## src/rtl/clock_set_ctrl.sv

```systemverilog
// Time-set controller for the century clock: button conditioning, RUN/SET
// sequencing, per-field adjust pulses with hold-to-repeat and idle timeout.
//
// state | meaning
// RUN   | counter chain free-runs from tick_i, buttons other than mode ignored
// SET   | one field selected, up/down emit adjust pulses, tick_i ignored
module clock_set_ctrl #(
    parameter int N_FIELDS        = 6,
    parameter int DEBOUNCE_CYCLES = 16,
    parameter int REPEAT_DELAY    = 8,
    parameter int REPEAT_RATE     = 2,
    parameter int TIMEOUT         = 60
) (
    input  logic                clk,
    input  logic                rst_n,
    input  logic                tick_i,
    input  logic                rep_tick_i,
    input  logic                btn_mode_i,
    input  logic                btn_up_i,
    input  logic                btn_down_i,
    output logic                en_o,
    output logic [N_FIELDS-1:0] up_o,
    output logic [N_FIELDS-1:0] down_o,
    output logic [N_FIELDS-1:0] sel_o,
    output logic                setting_o
);

    localparam int DB_W    = $clog2(DEBOUNCE_CYCLES) + 1;
    localparam int REP_MAX = (REPEAT_DELAY > REPEAT_RATE) ? REPEAT_DELAY : REPEAT_RATE;
    localparam int REP_W   = $clog2(REP_MAX) + 1;
    localparam int TO_W    = $clog2(TIMEOUT) + 1;
    localparam int IDX_W   = (N_FIELDS > 1) ? $clog2(N_FIELDS) : 1;

    localparam logic [DB_W-1:0]     DB_LAST    = DB_W'(DEBOUNCE_CYCLES - 1);
    localparam logic [REP_W-1:0]    DELAY_LAST = REP_W'(REPEAT_DELAY - 1);
    localparam logic [REP_W-1:0]    RATE_LAST  = REP_W'(REPEAT_RATE - 1);
    localparam logic [TO_W-1:0]     TO_LAST    = TO_W'(TIMEOUT - 1);
    localparam logic [IDX_W-1:0]    IDX_LAST   = IDX_W'(N_FIELDS - 1);
    localparam logic [N_FIELDS-1:0] ONE_HOT0   = N_FIELDS'(1);

    typedef enum logic {RUN = 1'b0, SET = 1'b1} state_t;

    // button vector order: [0] mode, [1] up, [2] down
    logic [2:0]            btn_raw;
    logic [2:0]            sync1_q, sync1_d, sync2_q, sync2_d;
    logic [2:0]            db_q, db_d, db_prev_q, db_prev_d;
    logic [2:0][DB_W-1:0]  db_cnt_q, db_cnt_d;
    logic [2:0]            press;

    state_t                state_q, state_d;
    logic [IDX_W-1:0]      idx_q, idx_d;
    logic [REP_W-1:0]      rep_cnt_q, rep_cnt_d;
    logic                  rep_arm_q, rep_arm_d;
    logic [TO_W-1:0]       idle_q, idle_d;
    logic [N_FIELDS-1:0]   up_q, up_d, down_q, down_d, sel_q, sel_d;
    logic                  setting_q, setting_d;
    logic                  held_one, timeout, rep_fire;

    assign btn_raw = {btn_down_i, btn_up_i, btn_mode_i};
    assign press   = db_q & ~db_prev_q;

    always_comb begin
        sync1_d   = btn_raw;
        sync2_d   = sync1_q;
        db_d      = db_q;
        db_prev_d = db_q;
        db_cnt_d  = db_cnt_q;
        for (int b = 0; b < 3; b++) begin
            if (sync2_q[b] != db_q[b]) begin
                if (db_cnt_q[b] == DB_LAST) begin
                    db_d[b]     = ~db_q[b];
                    db_cnt_d[b] = '0;
                end else begin
                    db_cnt_d[b] = db_cnt_q[b] + DB_W'(1);
                end
            end else begin
                db_cnt_d[b] = '0;
            end
        end
    end

    assign held_one = db_q[1] ^ db_q[2];
    assign timeout  = (state_q == SET) && rep_tick_i && (idle_q == TO_LAST);

    always_comb begin
        state_d   = state_q;
        idx_d     = idx_q;
        rep_cnt_d = rep_cnt_q;
        rep_arm_d = rep_arm_q;
        idle_d    = idle_q;
        up_d      = '0;
        down_d    = '0;
        rep_fire  = 1'b0;

        if (state_q == RUN) begin
            rep_cnt_d = '0;
            rep_arm_d = 1'b0;
            idle_d    = '0;
            if (press[0]) begin
                state_d = SET;
                idx_d   = '0;
            end
        end else begin
            // first repeat after REPEAT_DELAY ticks, then every REPEAT_RATE ticks
            if (!held_one || press[0] || timeout) begin
                rep_cnt_d = '0;
                rep_arm_d = 1'b0;
            end else if (rep_tick_i) begin
                if ((!rep_arm_q && rep_cnt_q == DELAY_LAST) ||
                    ( rep_arm_q && rep_cnt_q == RATE_LAST)) begin
                    rep_fire  = 1'b1;
                    rep_cnt_d = '0;
                    rep_arm_d = 1'b1;
                end else begin
                    rep_cnt_d = rep_cnt_q + REP_W'(1);
                end
            end

            if (timeout) begin
                state_d = RUN;
                idx_d   = '0;
            end else if (press[0]) begin
                if (idx_q == IDX_LAST) begin
                    state_d = RUN;
                    idx_d   = '0;
                end else begin
                    idx_d = idx_q + IDX_W'(1);
                end
            end else if (press[1] && !db_q[2]) begin
                up_d = ONE_HOT0 << idx_q;
            end else if (press[2] && !db_q[1]) begin
                down_d = ONE_HOT0 << idx_q;
            end else if (rep_fire) begin
                if (db_q[1]) up_d   = ONE_HOT0 << idx_q;
                else         down_d = ONE_HOT0 << idx_q;
            end

            if (timeout || (|press) || rep_fire) idle_d = '0;
            else if (rep_tick_i)                 idle_d = idle_q + TO_W'(1);
        end

        setting_d = (state_d == SET);
        sel_d     = (state_d == SET) ? (ONE_HOT0 << idx_d) : '0;
    end

    always_ff @(posedge clk or negedge rst_n) begin
        if (!rst_n) begin
            sync1_q   <= '0;
            sync2_q   <= '0;
            db_q      <= '0;
            db_prev_q <= '0;
            db_cnt_q  <= '0;
            state_q   <= RUN;
            idx_q     <= '0;
            rep_cnt_q <= '0;
            rep_arm_q <= 1'b0;
            idle_q    <= '0;
            up_q      <= '0;
            down_q    <= '0;
            sel_q     <= '0;
            setting_q <= 1'b0;
        end else begin
            sync1_q   <= sync1_d;
            sync2_q   <= sync2_d;
            db_q      <= db_d;
            db_prev_q <= db_prev_d;
            db_cnt_q  <= db_cnt_d;
            state_q   <= state_d;
            idx_q     <= idx_d;
            rep_cnt_q <= rep_cnt_d;
            rep_arm_q <= rep_arm_d;
            idle_q    <= idle_d;
            up_q      <= up_d;
            down_q    <= down_d;
            sel_q     <= sel_d;
            setting_q <= setting_d;
        end
    end

    assign en_o      = tick_i & (state_q == RUN);
    assign up_o      = up_q;
    assign down_o    = down_q;
    assign sel_o     = sel_q;
    assign setting_o = setting_q;

endmodule

```

## config.mk

```make
export PLATFORM = sky130hd
export DESIGN_NAME = clock_set_ctrl
export DESIGN_NICKNAME = d
export VERILOG_FILES = /design/src/rtl/clock_set_ctrl.sv
export SDC_FILE = /design/constraint.sdc
export NUM_CORES = 1
export LEC_CHECK = 0
export CORE_AREA = 8 8 68 93
export DETAILED_ROUTE_END_ITERATION = 12
export DIE_AREA = 0 0 76 101
export PLACE_DENSITY = 0.76
export SLEW_MARGIN = 40
export SYNTH_ARGS = -nofsm -noshare
export SYNTH_HDL_FRONTEND = slang
export SYNTH_SLANG_ARGS = --single-unit
```

## constraint.sdc

```tcl
create_clock -name clk -period 2.06 [get_ports clk]
set_input_delay 0.412 -clock clk [delete_from_list [all_inputs] [get_ports clk]]
set_output_delay 0.412 -clock clk [all_outputs]
set_load 0.01 [all_outputs]
```

# Word-level counts from Yosys, hierarchy flattened
# Index checks and enable logic that the tools add are counted.
[totals]
register_bits = 61
output_inout_bits = 20
wordCells = 112
[classes]
addsub = 6
eq_ne = 13
shifts = 2
mux = 46
bitwise_logic = 8
n_reduce_logical = 20
[op_table]
columns = ["op", "count"]
rows = [
  ["2-to-1 mux 6 bit", 15],
  ["2-to-1 mux 5 bit", 6],
  ["2-to-1 mux 7 bit", 3],
  ["2-to-1 mux 4 bit", 4],
  ["adder 5 x 1 -> 5 bit (second input constant)", 3],
  ["equality test 5 x 4 -> 1 bit (second input constant)", 3],
  ["2-to-1 mux 3 bit", 5],
  ["2-to-1 mux 1 bit", 13],
  ["<< shifter 1 x 3 -> 6 bit (first input constant)", 2],
  ["AND reduction 2 bit", 4],
  ["adder 7 x 1 -> 7 bit (second input constant)", 1],
  ["equality test 7 x 6 -> 1 bit (second input constant)", 1],
  ["logical AND 1 bit", 6],
  ["inequality test 3 x 2 -> 1 bit (second input constant)", 2],
  ["logical OR 1 bit", 5],
  ["adder 4 x 1 -> 4 bit (second input constant)", 1],
  ["equality test 4 x 1 -> 1 bit (second input constant)", 1],
  ["equality test 4 x 3 -> 1 bit (second input constant)", 1],
  ["logical NOT 1 bit", 4],
  ["NOT 1 bit", 4],
  ["adder 3 x 1 -> 3 bit (second input constant)", 1],
  ["bitwise AND 3 bit", 1],
  ["equality test 3 bit (second input constant)", 1],
  ["inequality test 1 bit", 3],
  ["other kinds (5)", 5],
]

# Depth between registers and ports, before layout
[depth]
word_depth = 13
depth_mapped = 7
depth_no_buf = 6

# Least setup slack after synthesis
# No wires, ideal clock.
[synth_timing]
kind = "reg-to-reg"
from = "register idx_q[1]"
to = "register sel_q[3] (netlist: sel_o[3])"
arrival_ns = 1.773
t_required_ns = 1.939
slack_ns = 0.166
stages_incl_launch_ff = 8
synth_period_minus_slack_ns = 1.894
cell_sequence = "dfrtp_1 buf_6 and2_2 ha_1 nor4bb_1 a21oi_1 nor3_2 and4bb_1"
[synth_via]
elab_chain_len = 7
[synth_lines]
columns = ["element", "line_no", "source"]
rows = [
  ["start, declared", "51", "logic [IDX_W-1:0] idx_q, idx_d;"],
  ["start signal, assigned", "169", "idx_q <= idx_d;"],
  ["adder 3 x 1 -> 3 bit or equality test 3 bit (tied branches)", "127, 123", ""],
  ["2-to-1 mux 3 bit (*)", "123", "if (idx_q == IDX_LAST) begin"],
  ["2-to-1 mux 3 bit (*)", "122", "end else if (press[0]) begin"],
  ["2-to-1 mux 3 bit (*)", "119", "if (timeout) begin"],
  ["2-to-1 mux 3 bit (*)", "95", "if (state_q == RUN) begin"],
  ["net idx_d[2]", "51", ""],
  ["<< shifter 1 x 3 -> 6 bit (*)", "143", "sel_d = (state_d == SET) ? (ONE_HOT0 << idx_d) : '0;"],
  ["2-to-1 mux 6 bit (*)", "143", ""],
  ["net sel_d[3]", "55", "logic [N_FIELDS-1:0] up_q, up_d, down_q, down_d, sel_q, sel_d;"],
  ["end signal, assigned", "175", "sel_q <= sel_d;"],
  ["end, declared", "55", ""],
]
# Mark *: on every way through the listed nets, which the timed path passes. The rest lies on a longest branch.
# A chain may end at the register's enable or synchronous reset.

==> metrics.txt <==
Cells after Synth=222; CORE AREA=~5000 µm²; class of the worst hold path=primary input to async pin; Pwr Density=870 nW/µm²; vias in the first global route=~1,800; Sw Pwr=0.784 mW; top_reg_cell synth=dfrtp_1; synth-to-layout area growth=22.5%; required time of the critical path=1.65 ns; Post-Synth XOR/XNOR Area=0.0565; ys async rst share=1.00; Bufs on Longest Clock Path=2; # rows=31; max_slew headroom=0.591; r2r startpoint=idx_q[1]; Initial Util=0.527; Post-synth EDFFs=0; Setup crit start kind=flop; drt drc=0; dpl hpwl=3430 µm; Power Internal=approximately 2 mW; status=finished, final reports clean; CTS tree=done; first-pass GRT wire length=8050 µm; IO Port Bufs=26; fin crit share=0.937; Comb pwr share=0.195; initial drt markers=between 80 and 90; synth cell count leaders=dfrtp_1, nor2_1, nor3_1; slowest CP cell=clkdlybuf4s50_1; total grt overflow=0; number of max-cap violations=0; reg-to-reg critical path endpoint=sel_o[4]; fin. max-slew vios=0; die height=101 µm; Sw Ratio=0.279; initial antenna violation count=0; Worst VDD drop=between 0.0004 and 0.0005 V; Post-CTS Setup Repair Bufs=0; flop2flop setup slack=0.24 ns; top-count cell post-synth=dfrtp_1; # fillers=383; Clk pin slew, worst setup/hold paths=0.06 ns; GRT Total Usage=0.133; via count=1,787; final clock skew=0.00965 ns; nets=283; Fin. Hold Viols=0; Distinct cells, synth=between 50 and 60; Ports=27; RSZ-0062 raised after global routing=no; Clk pwr share=0.306; layout cells sized above 1=0.161; CP Class=flop to output pin; drt via density=around 5.3; clk_lat worst skew=about 0.33 ns; top post-synthesis cells by area=dfrtp_1, xor2_1, ha_1; Syn Std Cell Area=~2600 µm²; FF+latch count, synth=61; worst-path maximum fanout=8; Die W=76 µm; DR WL/cell=13.4 µm; largest family of logic cells by synthesized area=simple AND/OR/NAND/NOR gates; YS warnings=0; area share of fa/ha/maj cells after synthesis=0.0332; Worst Tran Pin Value=0.613 ns; drt first pass iters=4; share of the synthesized area in the top cell type=0.579; ANT cells=0; post-synthesis mux area share=0.0123; CP endpoint kind=output pin; Final GP Congestion=0.848; worst reg-to-reg path cell count=6; Synth Area in Compound Gates=0.0593; crit path cell chain=buf_4, nor2b_1, clkdlybuf4s50_1; sequential fraction of the synthesis area=0.579; drt total wl=around 4600 µm; post-cts resize count=0; crit path from=setting_o; Hold-fix buffers, CTS=0; Mean Syn Cell Area=11.9 µm²; Final setup viols=0; Crit path arrival time=between 1.5 and 2 ns; sequential power share=0.499; crit path time final=1.93 ns; Finished Core Util=0.646; clock buffer count from CTS=9; Worst path max stage delay=0.54 ns; Detail Route Antenna Nets=0; area leader, netlist=dfrtp_1; root buffer cell=clkbuf_8; Mapped Nets=between 200 and 250; LEAKAGE=approximately 1.5 nW; H-tree levels=3; crit path to=en_o; f_max=0.518 GHz; die area=7680 µm²; post-synthesis simple-gate area fraction=0.235; Fin Hold WS=0.0960 ns; pin count of the biggest net entering global routing=29; CTS sink cnt=61
[cell type report]
class	count	area, µm²	area share
Sequential cell	61	1530	0.473
Timing Repair Buffer	40	373	0.115
Multi-Input combinational cell	147	1050	0.326
Inverter	10	37.5	0.0116
Tap cell	66	82.6	0.0256
Clock inverter	2	10.0	0.00310
Clock buffer	13	149	0.0461
[cells in the final DEF (no fill, tap or decap), types with 3 or more instances in the layout]
| master | instances |
|---|---|
| a21oi_1 | 4 |
| and2_1 | 4 |
| and3_1 | 3 |
| buf_4 | 13 |
| clkbuf_1 | 3 |
| clkbuf_8 | 10 |
| clkdlybuf4s50_1 | 25 |
| dfrtp_1 | 61 |
| ha_1 | 7 |
| inv_1 | 9 |
| nand2_1 | 6 |
| nand2b_1 | 3 |
| nand3_1 | 11 |
| nor2_1 | 17 |
| nor2b_1 | 4 |
| nor3_1 | 16 |
| nor4_1 | 7 |
| o21ai_0 | 7 |
| xnor2_1 | 4 |
| xor2_1 | 13 |
[worst min path at each step]
stage	start	endpoint	slack [ns]	cells past startpoint
2_1_floorplan	rst_n	db_cnt_q[0]	0.12	0
3_3_place_gp	sync1_q[0]	sync2_q[0]	0.33	0
3_5_place_dp	sync1_q[0]	sync2_q[0]	0.34	0
4_1_cts	rst_n	db_cnt_q[2]	0.10	1
5_1_grt	rst_n	down_o[0]	0.13	1
6_report	rst_n	down_o[3]	0.1	1
[power by group through the flow]
stage	clock (mW)	sequential, mW	combinational (mW)
final	0.860	1.40	0.548
after CTS	0.888	1.40	0.553
after floorplan	0	1.42	0.351
after global routing	0.941	1.41	0.603
after global placement	0	1.42	0.535
after detailed placement	0	1.42	0.553
[sequential cells by signal (all words and copies together), names as in the netlist]
signal	count
db_cnt_q	15
idle_q	7
down_o	6
sel_o	6
up_o	6
rep_cnt_q	4
db_prev_d	3
db_prev_q	3
idx_q	3
sync1_q	3
sync2_q	3
rep_arm_q	1
setting_o	1
[cells by family after synthesis]
family | after synthesis
fa+ha+maj | 7
buf+inv | 14
flops | 61
compound gates | 22
xor+xnor | 17
mux | 3
simple gates | 98
[worst max-delay path, delay by kind of cell, from the launching register on]
family / cells / cell delay [ns]
buffers and inverters: 2 / 0.71
DFF: 1 / 0.38
and+or+nand+nor: 1 / 0.10
[through the flow]
stage	setup slack, ns	instances	total power, mW	cell area, µm²	TNS (ns)
CTS	0.113	339	2.84	3220	0
global route	0.0591	339	2.96	3230	0
detailed placement	-0.102	324	1.98	3070	-0.739
finish	0.130	339	2.81	3230	0
global placement	-0.0400	324	1.95	3070	-0.198
floorplan	0.166	222	1.77	2640	0
[layer usage]
metal	up-vias	global-route usage	wire length (µm)
met5	-	0	0
li1	881	-	-
met2	38	0.218	2240
met1	856	0.142	1940
met3	12	0.0366	228
met4	0	0.105	159
(Power assumes the default switching activity.)
==> RTL edit 1, RTL diff (same settings) <==
Reset style: synchronous (`rst_n`), changed in one clocked block.
--- a/src/rtl/clock_set_ctrl.sv
+++ b/src/rtl/clock_set_ctrl.sv
@@ -143,7 +143,7 @@
         sel_d     = (state_d == SET) ? (ONE_HOT0 << idx_d) : '0;
     end
 
-    always_ff @(posedge clk or negedge rst_n) begin
+    always_ff @(posedge clk) begin
         if (!rst_n) begin
             sync1_q   <= '0;
             sync2_q   <= '0;
Check against the original RTL: same outputs for any inputs over 10 cycles, from zero or initial values and one cycle with rst_n low; that may be too few to reach the edited logic, so the function may still have changed.
==> RTL edit 1 against the original RTL <==
- sequential cell count stayed put
- worst setup slack worse by 83 ps
- synthesized area is 10% lower
- routed wire length is 11% lower
- non-clock buffer count is 9 lower
- final area is 11% lower
- die area stayed put
Power is not compared: it rests on default switching activity, and its combinational part moved more than twofold at a synthesized area within 25%.
==> RTL edit 1: results (changes against the original RTL) <==
stage	metric	value	unit	change
routing	routed_via_density	4.93		-6.6%
placed_design	dp_cells	323		-0.31%
logic_synthesis	syn_nets	249		+5.5%
logic_synthesis	synth_common_cells	dfxtp_1, nor2_1, nor4_1		
logic_synthesis	ys_top_cells_by_area	dfxtp_1, ha_1, nor4_1		
routing	drt-initial-drc-count	175		+100%
global_route	use_met1	10.8	%	-3.5 points
run_status	outcome	finished, final reports clean		
cts	cts-root-buf	clkbuf_8		
pwr	peakVddDrop	653	uV	
logic_synthesis	synth_cell_types	44		-19%
logic_synthesis	ys_async_sr_fraction	0	%	-100 points
cts	cts_buffer_depth	2		unchanged
global_route	grt_max_degree	17		-41%
setup_path	critPathMaxFanout	1		-7
global_route	grtUsageMet2	20.3	%	-1.5 points
placed_design	placed_area	2720	um^2	-11%
global_route	met3_usage	5.09	%	+1.4 points
sta	fin_skew	4.67	ps	-4.98 ps
finish	final_nets	285		+0.71%
routing	routed_wl	4.07	mm	-11%
setup_path	worstPathArrival	1600	ps	+80 ps
sta	relSlewSlack	53.8	%	-5.3 points
routing	wl_met2	1.98	mm	-11%
finish	drive_gt1_share	10.7	%	-5.5 points
routing	met1_length	1.70	mm	-12%
global_route	grt_use_total	11.8	%	-1.4 points
global_route	grt_antenna_before_repair	0		unchanged
routing	num_vias	1665		-6.8%
logic_synthesis	syn_avg_cell_area	10.2	um^2	-14%
logic_synthesis	ys_seq_area_share	51.4	%	-6.5 points
placed_design	dp_slack	42.1	ps	+144 ps
routing	dr.pass1.iters	6		+2
hold_path	hp-class	register to register		
global_route	grt_pass1_wl	7.17	mm	-11%
placed_design	hpwl	3.00	mm	-13%
logic_synthesis	synth_ff_type	dfxtp_1		
routing	wl_met3	239	um	+4.8%
## RTL edit 1: changes by cell type after synthesis, sizes merged, moves of 4 or more
cell   unedited run  this run
and2              5        14
nor3             17         0
dfxtp             0        61
nor2b             4         8
a21oi             4         0
o21ai             8         2
nor4              8        17
nor2             18        28
mux2i             1         5
dfrtp            61         0
nand3            11         4
## RTL edit 1: worst paths after layout
| kind | to | cells past startpoint | startpoint | slack, ps |
|---|---|---|---|---|
| setup / recovery | en_o | 3 | tick_i | 50 |
| hold / removal | sync2_q[0] | 1 | sync1_q[0] | 430 |
| setup reg to reg | sel_o[5] | 5 | idx_q[0] | 340 |
| hold reg to reg | sync2_q[0] | 1 | sync1_q[0] | 430 |
## RTL edit 1: logic make-up (layout without fill, tap and decap cells)
logic type	Yosys count	after routing	synth area share (%)
fa+ha+maj	10	10	5.27
xor+xnor	18	18	6.64
flops	61	61	51.4
mux	5	5	2.11
buf+inv	18	58	3.48
simple gates	106	106	25.9
compound gates	14	14	5.16
## RTL edit 1: area by class of cell
cell class                      count  area (um^2)
Fill cell                         436         2130
Sequential cell                    61         1220
Multi-Input combinational cell    153         1070
Timing Repair Buffer               31          298
Clock buffer                       13          149
Tap cell                           66         82.6
Inverter                           12         45.0
Clock inverter                      2         10.0
## RTL edit 1: power by group through the flow
stage | registers, uW | logic [uW] | clock network, uW
after global placement | 1220 | 45.1 | 0
final | 1190 | 44.9 | 870
after floorplan | 1220 | 22.8 | 0
after detailed placement | 1220 | 45.8 | 0
after CTS | 1190 | 45.9 | 894
after global routing | 1190 | 50.2 | 956
## RTL edit 1: worst max-delay path, cell delays in order
cell	delay, ps
clkdlybuf4s50_1	500
nor2b_1	140
clkdlybuf4s50_1	540
==> RTL edit 2, RTL diff (same settings) <==
Made on the original files. Change the parameter `REPEAT_DELAY` from 8 to 16.
--- a/src/rtl/clock_set_ctrl.sv
+++ b/src/rtl/clock_set_ctrl.sv
@@ -7,7 +7,7 @@
 module clock_set_ctrl #(
     parameter int N_FIELDS        = 6,
     parameter int DEBOUNCE_CYCLES = 16,
-    parameter int REPEAT_DELAY    = 8,
+    parameter int REPEAT_DELAY    = 16,
     parameter int REPEAT_RATE     = 2,
     parameter int TIMEOUT         = 60
 ) (
Function: no difference found for any inputs over 10 cycles, from zero or initial values and one cycle with rst_n low; that may be too few to reach the edited logic, so the function may still have changed.
==> RTL edit 2 against the original RTL <==
- worst setup slack got worse by 6.9 ps
- global-route usage fell by 0.33 points
- final cell count rose by 2.4%
- sequential cell count rose by 1
- final area rose by 1.9%
- sequential share of layout area fell by 0.10 points
- synthesized area rose by 1.9%
- routed wire length rose by 1.3%
- count of clock-buffer cells in the layout fell by 2
- utilization rose by 1.2 points
- power rose by 3.5%
- die area did not move
- synthesized cell count rose by 6.8%
- register-to-register slack got worse by 120 ps
- critical path type is now register to register
- largest cell class unchanged
- largest power group unchanged
==> RTL edit 2: results (changes against the original RTL) <==
stage	metric	value	unit	change
run_status	outcome	finished, final reports clean		
finish	final_nets	292		+3.2%
setup_path	rrSetupSlack	120	ps	-120 ps
routing	drt-initial-drc-count	106		+22%
logic_synthesis	ys_seq_area_share	57.8	%	-0.12 points
placed_design	hpwl	3.39	mm	-1.2%
placed_design	dp_cells	331		+2.2%
placed_design	gp_congestion	0.796		-6.1%
sta	fin_skew	7.01	ps	-2.64 ps
logic_synthesis	syn_nets	252		+6.8%
logic_synthesis	ys_async_sr_fraction	100	%	unchanged
setup_path	r2r-start	rep_cnt_q[1]		
global_route	grt_pass1_wl	7.89	mm	-2.0%
setup_path	slowest_stage	dfrtp_1		
logic_synthesis	synth_cell_types	41		-24%
global_route	grt_pass1_vias	1828		+1.4%
pwr	p_leak	0.00149	uW	+2.1%
cts	cts_made_buffers	9		unchanged
finish	drive_gt1_share	16.4	%	+0.25 points
logic_synthesis	synth_common_cells	dfrtp_1, nor2_1, nor4_1		
cts	cts.clk_slew.worst_paths	60	ps	about the same
sta	relSlewSlack	53.6	%	-5.5 points
setup_path	worstPathArrival	2170	ps	+650 ps
setup_path	slowest_delay	410	ps	-130 ps
setup_path	critPathMaxFanout	7		-1
finish	fin_cells	347		+2.4%
pwr	peakVddDrop	492	uV	+9.7%
routing	routed_wl	4.62	mm	+1.3%
setup_path	r2r_cells	7		+1
global_route	grt_max_degree	38		+31%
logic_synthesis	synth_warnings	0		unchanged
cts	cts_buffer_depth	2		unchanged
global_route	grt_use_total	12.9	%	-0.33 points
routing	routed_via_density	5.30		+0.54%
logic_synthesis	ys_top_cells_by_area	dfrtp_1, xor2_1, ha_1		
setup_path	crit_family	simple AND/OR/NAND/NOR gates		
setup_path	reg2reg_to	idle_q[3]		
logic_synthesis	syn_avg_cell_area	11.3	um^2	-4.6%
==> RTL edit 2: worst reg2reg max path: stages, from the launching register on <==
cell	delay, ps
dfrtp_1	410
ha_1	210
and3_1	190
ha_1	190
nor2b_4	140
a22o_1	260
a21boi_4	170
nor4_2	270
==> RTL edit 2: where the power goes <==
part	leakage, uW	total (uW)	internal, uW	switching (uW)
Combinational	0.000585	524	254	270
Clock	0.0000910	923	488	435
Sequential	0.000813	1460	1330	128
Total	0.00149	2910	2080	834
==> RTL edit 2: final cells by class <==
cell class              instances  area, um^2
fillers                       379        1710
flip-flops and latches         62        1550
multi-input cells             156        1090
repair buffers                 37         350
clock buffers                  11         151
well taps                      66        82.6
inverters                      11        41.3
clock inverters                 4        22.5
==> RTL edit 2: what timing repair did <==
item	CTS	global route
endpoints found under the setup margin	1	16
endpoints found under the hold margin	0	0
pin swaps	0	2
setup buffers	0	1
resized for setup	1	6
==> RTL edit 2: through the flow <==
stage / worst slack, ps / power [uW] / hold slack, ps / cell area, um^2
after global placement: 85.4 / 1960 / 336 / 3070
after detailed placement: 3.64 / 1980 / 336 / 3070
after floorplan: 158 / 1810 / 116 / 2690
after CTS: 40.3 / 2910 / 28.2 / 3250
after global routing: 27.6 / 3060 / 42.4 / 3290
final: 123 / 2910 / 21.1 / 3290
==> RTL edit 2: metal layers <==
| layer | vias to the layer above | part of all wire [%] | global-route usage, % |
|---|---|---|---|
| li1 | 911 | - | - |
| met1 | 887 | 43 | 13.3 |
| met2 | 33 | 51 | 22.0 |
| met3 | 8 | 4.4 | 4.02 |
| met4 | 0 | 2.1 | 9.09 |
| met5 | - | 0 | 0 |
==> RTL edit 2: how the worst max path moves through the flow <==
stage                      start   endpoint  slack, ps  cells after the start
finish              rep_cnt_q[1]  idle_q[3]        120                      7
global route        rep_cnt_q[1]    up_o[2]         30                      8
CTS                 rep_cnt_q[1]  idle_q[3]         40                      7
detailed placement  rep_cnt_q[1]  idle_q[1]          4                      7
global placement      rep_tick_i    up_o[0]         90                      6
floorplan           rep_cnt_q[0]  down_o[3]        160                      7
==> RTL edit 2: cells by family after synthesis <==
group / count (synthesis) / synth area share [%]
simple gates: 97 / 20.7
xor+xnor: 16 / 5.22
compound gates: 32 / 8.43
fa+ha+maj: 8 / 3.73
mux: 3 / 1.16
flops: 62 / 57.8
buf+inv: 19 / 3.03
